`config.mk`:
```
export PLATFORM = sky130hd
export DESIGN_NAME = datapath_sequencer
export DESIGN_NICKNAME = d
export VERILOG_FILES = /design/src/rtl/datapath_sequencer.sv
export SDC_FILE = /design/constraint.sdc
export NUM_CORES = 1
export LEC_CHECK = 0
export ABC_CLOCK_PERIOD_IN_PS = 5400
export CELL_PAD_IN_SITES_DETAIL_PLACEMENT = 1
export CELL_PAD_IN_SITES_GLOBAL_PLACEMENT = 2
export CORE_MARGIN = 4
export CORE_UTILIZATION = 25
export CTS_CLUSTER_SIZE = 16
export DETAILED_ROUTE_END_ITERATION = 8
export DONT_BUFFER_PORTS = 1
export PLACE_DENSITY_LB_ADDON = 0.15
export SETUP_SLACK_MARGIN = 0.2
export SLEW_MARGIN = 20
export SYNTH_ARGS = -nofsm -noshare
export SYNTH_HDL_FRONTEND = slang
export SYNTH_SLANG_ARGS = --single-unit
```
`constraint.sdc`:
```
create_clock -name clk -period 5.4 [get_ports clk]
set_clock_uncertainty 0.2 [all_clocks]
set_input_delay 0.81 -clock clk [delete_from_list [all_inputs] [get_ports clk]]
set_output_delay 0.81 -clock clk [all_outputs]
set_load 0.01 [all_outputs]
```
`src/rtl/datapath_sequencer.sv`:
```
// Hard-wired fetch/execute sequencer for the phase 1 datapath.
// Ports: clk, clr (async reset), run, ir, mem_ready in; datapath strobes, one-hot r_in/r_out, busy/instr_done/fault/state_dbg out.
module datapath_sequencer #(
  parameter int NUM_REGS    = 16,
  parameter int MEM_TIMEOUT = 15
) (
  input  logic                clk,
  input  logic                clr,
  input  logic                run,
  input  logic [31:0]         ir,
  input  logic                mem_ready,
  output logic                pc_out,
  output logic                zlo_out,
  output logic                zhi_out,
  output logic                mdr_out,
  output logic                mar_enable,
  output logic                mdr_enable,
  output logic                ir_enable,
  output logic                y_enable,
  output logic                z_enable,
  output logic                pc_enable,
  output logic                lo_enable,
  output logic                hi_enable,
  output logic                read,
  output logic                pc_increment,
  output logic [4:0]          op_code,
  output logic [NUM_REGS-1:0] r_in,
  output logic [NUM_REGS-1:0] r_out,
  output logic                busy,
  output logic                instr_done,
  output logic                fault,
  output logic [3:0]          state_dbg
);

  localparam int CW = $clog2(MEM_TIMEOUT + 1);

  typedef enum logic [3:0] {
    S_IDLE  = 4'd0,
    S_T0    = 4'd1,
    S_T1    = 4'd2,
    S_T2    = 4'd3,
    S_T3    = 4'd4,
    S_T4    = 4'd5,
    S_T5    = 4'd6,
    S_T6    = 4'd7,
    S_FAULT = 4'd8
  } state_t;

  state_t          r_state;
  state_t          w_next;
  logic [CW-1:0]   r_cnt;

  logic [4:0]          w_op;
  logic                w_bin;
  logic                w_md;
  logic                w_un;
  logic [NUM_REGS-1:0] w_ra_oh;
  logic [NUM_REGS-1:0] w_rb_oh;
  logic [NUM_REGS-1:0] w_rc_oh;
  logic                w_unused;

  assign w_op    = ir[31:27];
  assign w_bin   = (w_op >= 5'd3) && (w_op <= 5'd11);
  assign w_md    = (w_op == 5'd15) || (w_op == 5'd16);
  assign w_un    = (w_op == 5'd17) || (w_op == 5'd18);
  assign w_ra_oh = NUM_REGS'(1) << ir[26:23];
  assign w_rb_oh = NUM_REGS'(1) << ir[22:19];
  assign w_rc_oh = NUM_REGS'(1) << ir[18:15];
  assign w_unused = ^ir[14:0];

  always_ff @(posedge clk or posedge clr) begin
    if (clr) begin
      r_state <= S_IDLE;
      r_cnt   <= '0;
    end else begin
      r_state <= w_next;
      // Counter is zeroed on the way into T1, counts wait cycles there.
      if (r_state == S_T0)
        r_cnt <= '0;
      else if (r_state == S_T1 && !mem_ready)
        r_cnt <= r_cnt + 1'b1;
    end
  end

  always_comb begin
    w_next       = r_state;
    pc_out       = 1'b0;
    zlo_out      = 1'b0;
    zhi_out      = 1'b0;
    mdr_out      = 1'b0;
    mar_enable   = 1'b0;
    mdr_enable   = 1'b0;
    ir_enable    = 1'b0;
    y_enable     = 1'b0;
    z_enable     = 1'b0;
    pc_enable    = 1'b0;
    lo_enable    = 1'b0;
    hi_enable    = 1'b0;
    read         = 1'b0;
    pc_increment = 1'b0;
    op_code      = 5'd0;
    r_in         = '0;
    r_out        = '0;
    instr_done   = 1'b0;
    unique case (r_state)
      S_IDLE: begin
        if (run) w_next = S_T0;
      end
      S_T0: begin
        pc_out       = 1'b1;
        mar_enable   = 1'b1;
        pc_increment = 1'b1;
        w_next       = S_T1;
      end
      S_T1: begin
        read       = 1'b1;
        mdr_enable = 1'b1;
        if (mem_ready)
          w_next = S_T2;
        else if (r_cnt == CW'(MEM_TIMEOUT - 1))
          w_next = S_FAULT;
      end
      S_T2: begin
        mdr_out   = 1'b1;
        ir_enable = 1'b1;
        w_next    = S_T3;
      end
      S_T3: begin
        if (w_bin || w_un) begin
          r_out    = w_rb_oh;
          y_enable = 1'b1;
          w_next   = S_T4;
        end else if (w_md) begin
          r_out    = w_ra_oh;
          y_enable = 1'b1;
          w_next   = S_T4;
        end else begin
          w_next = S_FAULT;
        end
      end
      S_T4: begin
        z_enable = 1'b1;
        op_code  = w_op;
        r_out    = w_bin ? w_rc_oh : w_rb_oh;
        w_next   = S_T5;
      end
      S_T5: begin
        zlo_out = 1'b1;
        if (w_md) begin
          lo_enable = 1'b1;
          w_next    = S_T6;
        end else begin
          r_in       = w_ra_oh;
          instr_done = 1'b1;
          w_next     = run ? S_T0 : S_IDLE;
        end
      end
      S_T6: begin
        zhi_out    = 1'b1;
        hi_enable  = 1'b1;
        instr_done = 1'b1;
        w_next     = run ? S_T0 : S_IDLE;
      end
      S_FAULT: w_next = S_FAULT;
      default: w_next = S_IDLE;
    endcase
  end

  assign busy      = (r_state != S_IDLE) && (r_state != S_FAULT);
  assign fault     = (r_state == S_FAULT);
  assign state_dbg = r_state;

endmodule
```
After elaboration in Yosys (flattened, before gate mapping) --
Cells that the tools add are included.
Storage, ports and cells: register bits after elaboration 8, input bits 36
Cells by class: order comparisons 2, equality and inequality tests 16, add/sub/neg operators 1, reductions and logical operators 11, shifts and indexed selects 3, multiplexer cells 29
Operators with widths (count):
- 16-bit two-way mux | 5
- 1-bit by 4-bit left shift with 16-bit output (first input constant) | 3
- 4-bit one-hot mux with 9 select lines | 1
- 16-bit one-hot mux with 2 select lines | 1
- 4-bit two-way mux | 7
- 4-bit by 3-bit equality test with 1-bit output (second input constant) | 4
- 5-bit equality test (second input constant) | 3
- 1-bit two-way mux | 12
- 4-bit by 2-bit equality test with 1-bit output (second input constant) | 2
- 4-bit equality test (second input constant) | 2
- 5-bit by 4-bit equality test with 1-bit output (second input constant) | 1
- 5-bit by 2-bit >= comparator with 1-bit output (second input constant) | 1
- 5-bit by 4-bit less-or-equal comparator with 1-bit output (second input constant) | 1
- 5-bit two-way mux | 1
- 4-bit by 1-bit adder with 4-bit output (second input constant) | 1
- 4-bit by 1-bit equality test with 1-bit output (second input constant) | 1
- 4-bit zero test | 1
- 4-bit != test (second input constant) | 1
- 4-bit nonzero test | 1
- 1-bit logical AND | 3
- 1-bit logical OR | 3
- 3-bit two-way mux | 1
- 3-bit by 2-bit != test with 1-bit output (second input constant) | 1
- 2-bit != test (second input constant) | 1
- other kinds (4) | 4

Longest topological paths before layout --
Gate-level depths: netlist of the first run.
depth in word-level cells 5, depth in mapped cells 7

Worst setup path before layout of the first run --
Ideal clock, no wire load.
path type in2out, from input ir[29], to output r_out[12], stages 6, buffers on the path 2, arrival 2.281 ns, path slack 2.109 ns, cell sequence buf_6 -> or3_4 -> o22a_1 -> buf_6 -> or3_4 -> o221ai_1
On the way: longest elaborated chain between the ends 5
RTL lines:
- start, declared | RTL line 10 | input logic [31:0] ir,
- 5-bit by 2-bit >= comparator with 1-bit output (tied with other cells) | RTL line 63 | assign w_bin = (w_op >= 5'd3) && (w_op <= 5'd11);
- 1-bit logical AND (tied with other cells) | RTL line 63
- 1-bit logical OR / 16-bit two-way mux (equally long branches) | RTL line 129, 133
- 16-bit two-way mux | RTL line 129 | if (w_bin || w_un) begin
- 16-bit one-hot mux with 2 select lines * | RTL line 105 | unique case (r_state)
- end, declared | RTL line 28 | output logic [NUM_REGS-1:0] r_out,
Mark *: on every way between the ends. The rest lies on a longest branch, timed or not.

Final worst setup path of the first run --
from input ir[30], to output r_out[5]
The elaborated chain is that of the path after synthesis.

==> results of run 1 <==
[routing by layer]
| layer | track usage [%] | routed length [um] |
|---|---|---|
| met2 | 25.3 | 2890 |
| met3 | 3.59 | 413 |
| met1 | 21.9 | 3180 |
| met4 | 1.49 | 0 |
| met5 | 0 | 0 |
[per-stage QoR]
stage	setup WS [ps]	instance area (sq um)	instances	hold slack [ps]
finish	1650	1680	304	223
global route	1540	1680	304	243
CTS	1670	1680	304	239
detailed placement	1660	1640	301	347
global placement	1630	1640	301	340
floorplan	2110	1660	243	311
[registers in the layout, summed over array words and instances, names as in the netlist]
signal     flops
state_dbg      4
r_cnt          4
[power by group through the flow]
stage | combinational [mW] | sequential [mW] | clock [mW]
floorplan | 0.229 | 0.113 | 0
global placement | 0.236 | 0.137 | 0
detailed placement | 0.236 | 0.135 | 0
CTS | 0.238 | 0.135 | 0.0713
global route | 0.261 | 0.140 | 0.0766
finish | 0.233 | 0.134 | 0.0694
[cells by family (layout without fill, tap and decap cells)]
family / after synthesis / count (layout)
and+or+nand+nor: 131 / 131
muxes: 1 / 1
adders and majority gates: 2 / 2
DFF: 8 / 8
AOI/OAI and AO/OA: 65 / 65
xor gates and xnor gates: 4 / 4
other: 1 / 1
buffers and inverters: 31 / 15
[final cells by class]
class | instances | area, sq um | share of cell area [%]
clock buffer | 3 | 41.3 | 2.46
timing repair buffer | 2 | 15.0 | 0.894
tap | 77 | 96.3 | 5.74
sequential | 8 | 200 | 11.9
multi-input combinational | 204 | 1290 | 76.8
inverter | 10 | 37.5 | 2.24
[placed cells by master (no fill, tap or decap), drive strengths merged, types with 6 or more instances in the layout]
master  instances
inv            10
o211ai          6
nand3           8
o221ai         10
nand2          17
nor3           17
dfrtp           8
a211oi         14
nand2b         16
or3             7
o21ai          15
nor2           27
nor4           14
[worst paths after layout]
path / from / to / slack [ps] / cells after the start
worst max-delay path: ir[30] / r_out[5] / 1650 / 4
min in group clk: r_cnt[3] / r_cnt[3] / 360 / 2
worst max register to register: state_dbg[0] / state_dbg[3] / 3210 / 3
worst min-delay path: clr / r_cnt[3] / 220 / 1
worst min register to register: r_cnt[3] / r_cnt[3] / 360 / 2
max in group asynchronous: clr / state_dbg[0] / 4540 / 1
==> flow_summary.ini, run 1 <==
[run_status]
status = complete, no violations

[synthesis]
synth_edf_count = 0
ys_seq_area_share_pct = 12.1
synth_nets = 281
synth_commonest_cells = nor2_1, nand2_1, nand2b_1, nor3_1
synthXorXnorAreaFrac_pct = 2.11
yosysTopAreaCell = dfrtp_1
ys_ff_latch = 8
post-synth-top-area-fraction_pct = 12.1
synth_area_per_cell_sq_um = 6.83
synthSimpleGateAreaFrac_pct = 43.1
syn_inst = 243
synth_top_family_by_area = simple AND/OR/NAND/NOR gates
netlist_area_sq_um = 1660
ys_types = 50
synth.area.top_cells = dfrtp_1, nor2_1, nand2b_1, a211oi_1, nor4_1
ys.warnings.count = 0
synth_ff_type = dfrtp_1
synth_compound_area_share_pct = 30.1
post-synth-top-count-cell = nor2_1
synth_async_sr_flop_share_pct = 100
synthMuxAreaShare_pct = 0.603
synth_fa_ha_area_share_pct = 1.51

[power_and_ir_drop]
leakagePower_nw = 0.545
intPower_mw = 0.209
p_clk_share_pct = 15.9
pwr-share-comb_pct = 53.4
switching_share_pct = 52.3
power.share.sequential_pct = 30.7
power_mw = 0.437
p_sw_mw = 0.228
p_per_area_nw_per_um2 = 260
peakVddDrop_mv = 0.137

[floorplan]
fp.dieH_um = 89.5
die_x_um = 89.5
die_area_sq_um = 8000
io_pins = 94
coreArea_sq_um = 6390
num_rows = 29
floorplan.initialDensity_pct = 26.0

[sta]
clock.fmax_mhz = 267
slew-limit-headroom_pct = 37.4
setup_viol = 0
finalCriticalPeriod_ps = 3750
finalHoldViolCount = 0
worstMarginPinSlew_ps = 939
slew_violations = 0
rsz0062_at_grt = no
setup_tns_ps = 0
fin_crit_sh_pct = 69.4

[grt]
grt_usage_pct = 15.6
first_global_vias = 1789
grt.overflow.total = 0
antenna_found_initial = 0
grt_pass1_wl_um = 9900
grt_start_max_net_pins = 22

[setup_path]
cp_num_buf_inv = 0
cp_data_arrival_time_ps = 2740
cp-end-kind = output pin
critical_path_class = input port to output pin
critPathTopFamily = compound AO/OA/AOI/OAI gates
crit_path_max_incr_delay_ps = 640
slowest_stage = o311ai_1
crit_path_cell_trace = a21o_1 -> nor2_1 -> nor2_1 -> o311ai_1
cpMostUsedCell = nor2_1
required_ps = 4390
crit_fanout = 18
crit_path_start_kind = input port

[drt]
antenna_left = 0
vias_per_cell = 5.86
wirelength_um = 6490
first_pass_iters = 4
route.detailed.drc = 0
vias = 1781
wl_per_cell_um = 21.3
drtIter0Drc = 94

[clock_tree]
clk_latency_ps = 220
clock_sinks = 8
clk_path_buf_depth = 2
cts_setup_buffers = 0
hold_buffers = 0
numCtsBuffers = 3
htreeDepth = 1
root_buffer = clkbuf_8
clkTransAtPathRegs_ps = 40
tritoncts = done
ctsResizeCount = 0

[finish]
nFillCells = 817
syn_to_final_growth_pct = 1.21
drive_gt1_share_pct = 7.49
antennaDiodeCount = 0
nets = 267
fin_util_pct = 26.3

[placed_design]
place_congestion = 0.797
port_buffers = 0
hpwl_um = 5230

[worst_hold_path]
hold_path_class = input port to asynchronous set/reset pin

[job]
max_cap_viol_count = 0
(Power assumes the default switching activity.)
==> run 2: changes to the inputs <==
ABC_CLOCK_PERIOD_IN_PS = 3760   (was 5400)
clock period = 3.76 ns   (was 5.4 ns; I/O delays follow)
==> flow_summary.ini, run 2 (synthesized netlist as in run 1, its figures left out) <==
[setup_path]
crit_path_start_kind = register
critPathTopFamily = compound AO/OA/AOI/OAI gates
crit_fanout = 21
crit_start = state_dbg[3]
slowest_stage = dfrtp_1
cp_data_arrival_time_ps = 2430
crit_path_max_incr_delay_ps = 520
timing.rr.start = state_dbg[0]
critical_path_class = register to output pin
cp_num_buf_inv = 1
required_ps = 3000
crit_path_cell_trace = nand2b_1 -> or2_1 -> inv_1 -> o21ai_0 -> o311ai_1
cp-end-kind = output pin

[clock_tree]
clock_sinks = 8
clk_path_buf_depth = 2
tritoncts = done
htreeDepth = 1
numCtsBuffers = 3
cts_setup_buffers = 0
clkTransAtPathRegs_ps = 40
clk_latency_ps = 220
root_buffer = clkbuf_8

[finish]
layout_commonest_cell = nor2_1
fin_util_pct = 26.8
nFillCells = 819
nets = 271
final_cell_mix = nor2_1, nand2_1, nand2b_1, nor3_1
syn_to_final_growth_pct = 3.17
antennaDiodeCount = 0
drive_gt1_share_pct = 8.66

[floorplan]
coreArea_sq_um = 6390
io_pins = 94
die_x_um = 89.5
floorplan.initialDensity_pct = 26.0
die_area_sq_um = 8000
fp.dieH_um = 89.5
num_rows = 29

[power_and_ir_drop]
leakagePower_nw = 0.564
pwr-share-comb_pct = 53.8
p_per_area_nw_per_um2 = 369
p_clk_share_pct = 15.7
intPower_mw = 0.303
peakVddDrop_mv = 0.158
power.share.sequential_pct = 30.5
p_sw_mw = 0.329
switching_share_pct = 52.1

[run_status]
status = complete, no violations

[sta]
finalCriticalPeriod_ps = 3190
finalHoldViolCount = 0
fin_crit_sh_pct = 84.9
rsz0062_at_grt = no
slew_violations = 0
setup_viol = 0
worstMarginPinSlew_ps = 891
slew-limit-headroom_pct = 40.6
clock.fmax_mhz = 313
setup_tns_ps = 0

[placed_design]
port_buffers = 0
place_congestion = 0.781
hpwl_um = 5270

[drt]
first_pass_iters = 4
route.detailed.drc = 0
wl_per_cell_um = 21.1
antenna_left = 0
vias = 1820
vias_per_cell = 5.91
drtIter0Drc = 91
wirelength_um = 6500

[worst_hold_path]
hold_path_startpoint = r_cnt[3]
hold_path_class = register to register

[grt]
grt_start_max_net_pins = 22
grt.overflow.total = 0
antenna_found_initial = 0
grt_pass1_wl_um = 10100
grt_usage_pct = 16.3
first_global_vias = 1829

[job]
max_cap_viol_count = 0
[run 2: power by group through the flow]
| stage | registers [mW] | clock network, mW | logic, mW |
|---|---|---|---|
| finish | 0.193 | 0.0989 | 0.340 |
| CTS | 0.195 | 0.103 | 0.346 |
| detailed placement | 0.195 | 0 | 0.342 |
| global route | 0.203 | 0.108 | 0.383 |
| global placement | 0.196 | 0 | 0.340 |
| floorplan | 0.162 | 0 | 0.329 |
[run 2: per-stage QoR]
stage                     hold WS [ps]  power (mW)  area, sq um  setup slack (ps)  instances
after global routing               363       0.695         1710               428        308
final                              351       0.632         1710               566        308
after floorplan                    180       0.491         1660               961        243
after global placement             225       0.536         1660               816        304
after detailed placement           232       0.537         1660               800        304
after CTS                          349       0.643         1710               567        308
[run 2: cell type report]
cell class	instances	area, sq um	share of cell area [%]
well taps	77	96.3	5.63
repair buffers	6	47.5	2.78
flip-flops and latches	8	200	11.7
multi-input cells	204	1290	75.3
inverters	10	37.5	2.19
clock buffers	3	41.3	2.41
[run 2: worst min-delay path: cells and delay by family (launching register included)]
family	cells	cell delay, ps
xor gates and xnor gates	1	80
DFF	1	350
and+or+nand+nor	1	80
[run 2: timing repair]
| action | CTS | global route |
|---|---|---|
| hold endpoints to repair | 8 | 0 |
| resized for setup | 0 | 0 |
| endpoints found under the setup margin | 0 | 0 |
| hold buffers | 1 | 0 |
[run 2: worst paths after layout]
check,slack (ps),cells after the start,endpoint
setup / recovery,570,5,r_out[2]
hold / removal,350,2,r_cnt[3]
setup reg to reg,1580,3,state_dbg[3]
hold reg to reg,350,2,r_cnt[3]
max in group asynchronous,2570,2,state_dbg[1]
min in group asynchronous,550,2,r_cnt[0]
[run 2: metal layers]
layer	GRT usage (%)	vias up	share of wire, %
met5	0	-	0
met4	1.22	0	0
met3	3.32	0	7.5
met2	25.9	58	45
met1	23.5	870	47
li1	-	892	-
